===== src/rtl/ex_mem_skid_reg_pkg.sv =====
// Shared core memory-op encodings, used by decode, EX/MEM boundary and MEM stages.
package ex_mem_skid_reg_pkg;

  localparam int MEM_OP_W = 4;

  typedef enum logic [MEM_OP_W-1:0] {
    MOP_NONE = 4'd0,
    MOP_LB   = 4'd1,
    MOP_LH   = 4'd2,
    MOP_LW   = 4'd3,
    MOP_LBU  = 4'd4,
    MOP_LHU  = 4'd5,
    MOP_SB   = 4'd8,
    MOP_SH   = 4'd9,
    MOP_SW   = 4'd10
  } mem_op_t;

endpackage


===== src/rtl/ex_mem_skid_reg_mem_op_decode.sv =====
// Combinational memory-op decode: one-hot strobes, store byte mask, lane-replicated
// store data and alignment check. A misaligned or illegal op suppresses every strobe.
module mem_op_decode
  import ex_mem_skid_reg_pkg::*;
#(
  parameter int XLEN = 32
) (
  input  logic [MEM_OP_W-1:0] mem_op,
  input  logic [1:0]          addr,
  input  logic [XLEN-1:0]     rs2,
  output logic                lb_en,
  output logic                lh_en,
  output logic                lw_en,
  output logic                lbu_en,
  output logic                lhu_en,
  output logic                sb_en,
  output logic                sh_en,
  output logic                sw_en,
  output logic                load_en,
  output logic                str_en,
  output logic [XLEN/8-1:0]   byte_en,
  output logic [XLEN-1:0]     store_data,
  output logic                misalign
);

  logic [3:0] be4;

  always_comb begin
    lb_en      = 1'b0;
    lh_en      = 1'b0;
    lw_en      = 1'b0;
    lbu_en     = 1'b0;
    lhu_en     = 1'b0;
    sb_en      = 1'b0;
    sh_en      = 1'b0;
    sw_en      = 1'b0;
    be4        = 4'b0000;
    misalign   = 1'b0;
    store_data = rs2;
    case (mem_op)
      MOP_NONE: ;
      MOP_LB:   lb_en = 1'b1;
      MOP_LBU:  lbu_en = 1'b1;
      MOP_LH:   begin lh_en  = 1'b1; misalign = addr[0]; end
      MOP_LHU:  begin lhu_en = 1'b1; misalign = addr[0]; end
      MOP_LW:   begin lw_en  = 1'b1; misalign = |addr;   end
      MOP_SB: begin
        sb_en      = 1'b1;
        be4        = 4'b0001 << addr;
        store_data = {(XLEN/8){rs2[7:0]}};
      end
      MOP_SH: begin
        sh_en      = 1'b1;
        be4        = 4'b0011 << addr;
        misalign   = addr[0];
        store_data = {(XLEN/16){rs2[15:0]}};
      end
      MOP_SW: begin
        sw_en    = 1'b1;
        be4      = 4'b1111;
        misalign = |addr;
      end
      default:  misalign = 1'b1;
    endcase
    // A trapping access must not touch memory or the register file.
    if (misalign) begin
      {lb_en, lh_en, lw_en, lbu_en, lhu_en, sb_en, sh_en, sw_en} = 8'h00;
      be4 = 4'b0000;
    end
    load_en = lb_en | lh_en | lw_en | lbu_en | lhu_en;
    str_en  = sb_en | sh_en | sw_en;
    byte_en = '0;
    byte_en[3:0] = be4;
  end

endmodule


===== src/rtl/ex_mem_skid_reg.sv =====
// EX/MEM pipeline register with optional two-entry skid buffer; latency 1 when empty.
// With SKID_EN=1 s_ready is a pure register output, so no comb path from m_ready.
module ex_mem_skid_reg
  import ex_mem_skid_reg_pkg::*;
#(
  parameter int XLEN    = 32,
  parameter int RA_W    = 5,
  parameter int SKID_EN = 1
) (
  input  logic                clk,
  input  logic                rst_n,
  input  logic                s_valid,
  output logic                s_ready,
  input  logic [XLEN-1:0]     alu_in,
  input  logic [RA_W-1:0]     rd_addr_in,
  input  logic [XLEN-1:0]     rs2_data_in,
  input  logic                wr_en_in,
  input  logic [MEM_OP_W-1:0] mem_op_in,
  input  logic                flush,
  output logic                m_valid,
  input  logic                m_ready,
  output logic [XLEN-1:0]     alu_out,
  output logic [RA_W-1:0]     rd_addr_out,
  output logic                wr_en_out,
  output logic [XLEN-1:0]     rs2_data_out,
  output logic [XLEN/8-1:0]   byte_en_out,
  output logic                load_en_out,
  output logic                str_en_out,
  output logic                lb_en_out,
  output logic                lh_en_out,
  output logic                lw_en_out,
  output logic                lbu_en_out,
  output logic                lhu_en_out,
  output logic                sb_en_out,
  output logic                sh_en_out,
  output logic                sw_en_out,
  output logic                misalign_out
);

  typedef struct packed {
    logic [XLEN-1:0]     alu;
    logic [XLEN-1:0]     rs2;
    logic [RA_W-1:0]     rd;
    logic                wr_en;
    logic [MEM_OP_W-1:0] mem_op;
  } entry_t;

  entry_t in_ent, out_q, out_d, skid_q, skid_d;
  logic   out_vld_q, out_vld_d, skid_vld_q, skid_vld_d, ready_q, in_fire;

  assign in_ent  = '{alu: alu_in, rs2: rs2_data_in, rd: rd_addr_in,
                     wr_en: wr_en_in, mem_op: mem_op_in};
  assign s_ready = (SKID_EN != 0) ? ready_q : (!out_vld_q || m_ready);
  assign in_fire = s_valid && s_ready;

  // The skid entry only fills while the output is stalled, so it is always the younger one.
  always_comb begin
    out_d      = out_q;
    skid_d     = skid_q;
    out_vld_d  = out_vld_q;
    skid_vld_d = skid_vld_q;
    if (flush) begin
      out_vld_d  = 1'b0;
      skid_vld_d = 1'b0;
    end else if (!out_vld_q || m_ready) begin
      if (skid_vld_q) begin
        out_d      = skid_q;
        out_vld_d  = 1'b1;
        skid_vld_d = 1'b0;
      end else begin
        out_vld_d = in_fire;
        if (in_fire) out_d = in_ent;
      end
    end else if (in_fire) begin
      skid_d     = in_ent;
      skid_vld_d = 1'b1;
    end
  end

  always_ff @(posedge clk or negedge rst_n) begin
    if (!rst_n) begin
      out_q      <= '0;
      skid_q     <= '0;
      out_vld_q  <= 1'b0;
      skid_vld_q <= 1'b0;
      ready_q    <= 1'b0;
    end else begin
      out_q      <= out_d;
      skid_q     <= skid_d;
      out_vld_q  <= out_vld_d;
      skid_vld_q <= skid_vld_d;
      ready_q    <= !skid_vld_d;
    end
  end

  mem_op_decode #(.XLEN(XLEN)) u_dec (
    .mem_op     (out_q.mem_op),
    .addr       (out_q.alu[1:0]),
    .rs2        (out_q.rs2),
    .lb_en      (lb_en_out),
    .lh_en      (lh_en_out),
    .lw_en      (lw_en_out),
    .lbu_en     (lbu_en_out),
    .lhu_en     (lhu_en_out),
    .sb_en      (sb_en_out),
    .sh_en      (sh_en_out),
    .sw_en      (sw_en_out),
    .load_en    (load_en_out),
    .str_en     (str_en_out),
    .byte_en    (byte_en_out),
    .store_data (rs2_data_out),
    .misalign   (misalign_out)
  );

  assign m_valid     = out_vld_q;
  assign alu_out     = out_q.alu;
  assign rd_addr_out = out_q.rd;
  assign wr_en_out   = out_q.wr_en && (out_q.rd != '0) && !misalign_out;

endmodule


===== config.mk =====
export PLATFORM = sky130hd
export DESIGN_NAME = ex_mem_skid_reg
export DESIGN_NICKNAME = d
export VERILOG_FILES = /design/src/rtl/ex_mem_skid_reg_pkg.sv /design/src/rtl/ex_mem_skid_reg_mem_op_decode.sv /design/src/rtl/ex_mem_skid_reg.sv
export SDC_FILE = /design/constraint.sdc
export NUM_CORES = 1
export LEC_CHECK = 0
export CAP_MARGIN = 40
export CORE_ASPECT_RATIO = 0.8
export CORE_MARGIN = 3
export CORE_UTILIZATION = 45
export CTS_CLUSTER_SIZE = 8
export DETAILED_ROUTE_END_ITERATION = 10
export PLACE_DENSITY = 0.75
export SLEW_MARGIN = 0
export SYNTH_ARGS = -nofsm -noshare
export SYNTH_HDL_FRONTEND = slang
export SYNTH_HIERARCHICAL = 1
export SYNTH_SLANG_ARGS = --single-unit

===== constraint.sdc =====
create_clock -name clk -period 1.4 [get_ports clk]
set_input_delay 0.14 -clock clk [delete_from_list [all_inputs] [get_ports clk]]
set_output_delay 0.14 -clock clk [all_outputs]
set_load 0.01 [all_outputs]

==> metrics list <==
- In this run the tightest slew margin relative to its limit is 75.7%.
* Post-Synth Simple-Gate Area: between 3 and 4%
- In this run the worst path has a maximum fanout of 3.
- Port-buffer cells: around 170
* Maximum buffer depth of the clock tree: 2
* Cell Area, Synth: ~8000 um^2
* Post-placement worst setup slack: -643 ps
- Gr ovfl total: 0
* Share of the cycle needed by the critical path after routing: 154%
* Final hold violation count: 0
* Die width: 153 um
* Die Height: around 120 um
- Leading area contributor after synthesis: sky130_fd_sc_hd__dfrtp_1
* Share of power burned in combinational logic: a little over a third
- Vias in the first global route: ~6100
- Dominant combinational cell family by area after synthesis: multiplexers
- Counting the buffers created by CTS gives 17.
* Critical Path Max Stage Delay: ~410 ps
* Critical path data arrival time: ~2000 ps
- Setup repair after global routing could not meet its margin everywhere.
- The checks that failed: setup timing.
- Final Core Density: a little under three quarters
- Slowest library cell on the worst path: sky130_fd_sc_hd__dfrtp_1
- Initial Utilization: 46.7%
- Of the total power, the share spent switching nets is around 29%.
- The initial antenna violation count came to 1.
* ANT nets after route: 0
- Per report_power, the sequential group accounts for 36.7% of the total.
- Number of storage elements in the synthesis netlist: about 150
* Post-route setup TNS: -70930 ps
- Most repeated cell in the gate-level netlist after synthesis: sky130_fd_sc_hd__mux2_2
- Std-Cell Rows: 42
- The congestion estimate from routability-driven global placement came to between 0.8 and 0.9.
- Deepest level of the CTS H-tree: 4
- Counting I/O delays and the setup requirement, the final critical path takes ~2200 ps.
- At the worst endpoint, the required time is 1260 ps.
- Among all flip-flop cells after synthesis, the most frequent one is sky130_fd_sc_hd__dfrtp_1.
* Core footprint: around 17000 um^2
- Hold Crit Class: in2async
* Final layout net count: ~870
- Biggest area contributors in the synthesized netlist: sky130_fd_sc_hd__dfrtp_1 48%, sky130_fd_sc_hd__mux2_2 23%, sky130_fd_sc_hd__mux2_4 12%, sky130_fd_sc_hd__buf_4 5.1%, sky130_fd_sc_hd__mux2_1 2.3%
- The final number of max-transition violations is 0.
- Internal power: about 0.012 W
- Synthesized instance count: 546
- The signal on the critical path passes through buf_6, or2_4, and3_4, a221o_1, nor3b_2, buf_2.
- Clock power share: 28.4%
- Yosys mapped a number of flops with a built-in enable equal to 0.
- Of the synthesized area, sequential elements account for between 40% and 50%.
- Maximum clock rate: between 0.4 and 0.5 GHz
- Post-synth top cells: 163 x sky130_fd_sc_hd__mux2_2, 151 x sky130_fd_sc_hd__dfrtp_1, 60 x sky130_fd_sc_hd__mux2_4
- Global routing used a little under a quarter of the available tracks across all layers.
- For the worst flop-to-flop path, the logic depth is 7.
- Number of endpoints failing setup at the final stage: 188
- Post-synthesis compound-gate area fraction: under 10%
- The first detailed-routing pass took 4 iterations.
- Area Growth Syn to Fin: 53.8%
* Total wire length after detailed routing: between 20000 and 25000 um
- VDD sags by at most 1.02 mV.
* Static leakage: 5.45 nW
* Adder-Cell Fraction of Synth Area: 0%
- Wire length of the first global-routing pass: around 34000 um
- After clock tree synthesis, the clock-pin slew on the worst setup and hold paths is 70 ps.
- For the pin with the worst max-slew slack, the measured transition is approximately 350 ps.
- After filler insertion, the fill cell instance count of the layout stands at about 1000.
- In this run the count of I/O pins placed on the die edge is 166.
* Mapped Nets: 625
* Buffer type at the clock tree root: sky130_fd_sc_hd__clkbuf_16
* Critical path endpoint category: output port
* HPWL Detailed: between 10000 and 15000 um
* Share of post-route cells with drive strength above 1: between 60% and 70%
- Multiplexer fraction of the synthesized cell area: roughly two fifths
* Routed WL per cell: about 22 um
* Fraction of synthesized cell area in xor and xnor cells: less than 1%
* Fraction of synthesized cell area taken by the top area cell type: a little under 50%
- Final setup slack of the worst path: -754 ps
* Die area: about 19000 um^2
- Number of instances in the placed design: around 900
- The detailed router finished its first iteration with between 200 and 250 violations.
- Worst setup SP type: flip-flop
- In this run, distinct cell masters in the synthesized netlist total 39.
- Once layout is complete, the cells apart from fillers number 1019.
- Count of unresolved DRC violations after routing: 0
- CTS tree: done
- By startpoint and endpoint, the worst setup path is classified as reg2out.
- Clock skew on the completed layout was measured at a little under 9 ps.
* Worst skew pair latency: roughly 420 ps
- During synthesis, Yosys emitted a total of 6 warnings.
* Clock sinks: around 150
- Vias after detailed routing: between 5000 and 6000
- MaxCap Viol Count: 0
* Ratio of routed vias to standard cells: roughly 5.3
- For this run, asynchronously set or reset flops after synthesis account for 100%.
- Largest net degree at the start of global routing: 48
- For this design the total switching power over the nets is roughly 0.0048 W.
* Power density over the cells: 1410 nW/um^2
* Status: complete, but fails checks
* Mean cell area of the mapped netlist: about 14 um^2
==> critical path, delay by kind of cell (launching register included) <==
family                 cells  cell delay (ps)
and+or+nand+nor            3              580
DFF                        1              410
buffers and inverters      2              290
AOI/OAI and AO/OA          1              310
==> power groups by stage <==
stage	sequential, W	clock, W	combinational (W)
6_report	0.00621	0.00481	0.00589
5_1_grt	0.00632	0.00508	0.00621
4_1_cts	0.00616	0.00486	0.00548
3_5_place_dp	0.00620	0	0.00481
3_3_place_gp	0.00612	0	0.00469
2_1_floorplan	0.00595	0	0.00314
==> area by class of cell <==
| cell class | count | area, um^2 | area share [%] |
|---|---|---|---|
| Sequential cell | 151 | 3790 | 31.5 |
| Clock buffer | 18 | 439 | 3.65 |
| Multi-Input combinational cell | 314 | 4020 | 33.4 |
| Clock inverter | 13 | 170 | 1.42 |
| Timing Repair Buffer | 300 | 3330 | 27.7 |
| Tap cell | 220 | 275 | 2.29 |
| Antenna cell | 1 | 2.50 | 0.0208 |
| Inverter | 2 | 7.51 | 0.0624 |
==> through the flow <==
step                total power [W]  hold slack [ps]  cell area (um^2)
floorplan                   0.00910             -156              8140
global placement             0.0108             23.4             10100
detailed placement           0.0110             27.5             10100
CTS                          0.0165              149             11800
global route                 0.0176              172             12000
finish                       0.0169              162             12000
==> logic make-up (layout without fill, tap and decap cells) <==
| family | after synthesis | in the layout |
|---|---|---|
| flops | 151 | 151 |
| xor+xnor | 1 | 1 |
| other cells | 0 | 1 |
| compound gates | 19 | 19 |
| mux | 247 | 247 |
| simple gates | 47 | 47 |
| buf+inv | 81 | 333 |
==> per-layer routing <==
metal | vias to the layer above | global-route usage (%) | share of wire, % | wire length (um)
li1 | 2374 | - | - | -
met1 | 2800 | 30.1 | 42 | 9390
met2 | 145 | 38.6 | 51 | 11200
met3 | 31 | 6.63 | 4.8 | 1060
met4 | 0 | 8.16 | 2.5 | 561
met5 | - | 0 | 0 | 0
==> what timing repair did <==
item / in CTS / in global routing
hold endpoints to repair: 151 / 0
pin swaps: 5 / 15
hold buffers: 1 / 0
setup buffers: 43 / 31
endpoints found under the setup margin: 235 / 199
gates cloned: 12 / 0
gates resized for setup: 359 / 91
==> placed cells by master, fill, tap and decap left out, types with 3 or more instances in the layout <==
master                            Yosys  routed
sky130_fd_sc_hd__mux2_4              60     165
sky130_fd_sc_hd__dfrtp_1            151     147
sky130_fd_sc_hd__clkdlybuf4s50_1      0      77
sky130_fd_sc_hd__mux2_2             163      74
sky130_fd_sc_hd__buf_6                2      63
sky130_fd_sc_hd__buf_4               53      45
sky130_fd_sc_hd__dlygate4sd2_1        0      37
sky130_fd_sc_hd__buf_12               7      35
sky130_fd_sc_hd__buf_2               12      18
sky130_fd_sc_hd__clkbuf_16            0      17
sky130_fd_sc_hd__buf_8                0      11
sky130_fd_sc_hd__mux2i_1              8       8
sky130_fd_sc_hd__nor2_1              15       7
sky130_fd_sc_hd__nor2_4               1       7
sky130_fd_sc_hd__a21oi_2              0       6
sky130_fd_sc_hd__buf_16               0       6
sky130_fd_sc_hd__nand2_1              6       5
sky130_fd_sc_hd__clkdlybuf4s15_1      0       4
sky130_fd_sc_hd__nor3_4               1       3
sky130_fd_sc_hd__inv_6                0       3
sky130_fd_sc_hd__bufinv_16            0       3
sky130_fd_sc_hd__dfrtp_2              0       3
sky130_fd_sc_hd__clkbuf_2             1       3
sky130_fd_sc_hd__nor3_2               0       3
==> state kept, by name (all words and copies together) (netlist names) <==
signal and cells:
skid_vld_q 1, alu_out 32, s_ready 1, skid_q 74
out_q 37, m_valid 1, rd_addr_out 5
==> worst paths after layout <==
path                                 start           to  slack [ps]
setup reg to reg                   m_valid   skid_q[44]        -470
min in group clk           rs2_data_in[14]   skid_q[24]         360
hold / removal                       rst_n  alu_out[25]         160
setup / recovery                  out_q[2]    wr_en_out        -750
max in group asynchronous            rst_n   skid_q[44]         650
hold reg to reg                alu_out[17]  alu_out[17]         510
Note: power is estimated with default switching activity, not from simulation.
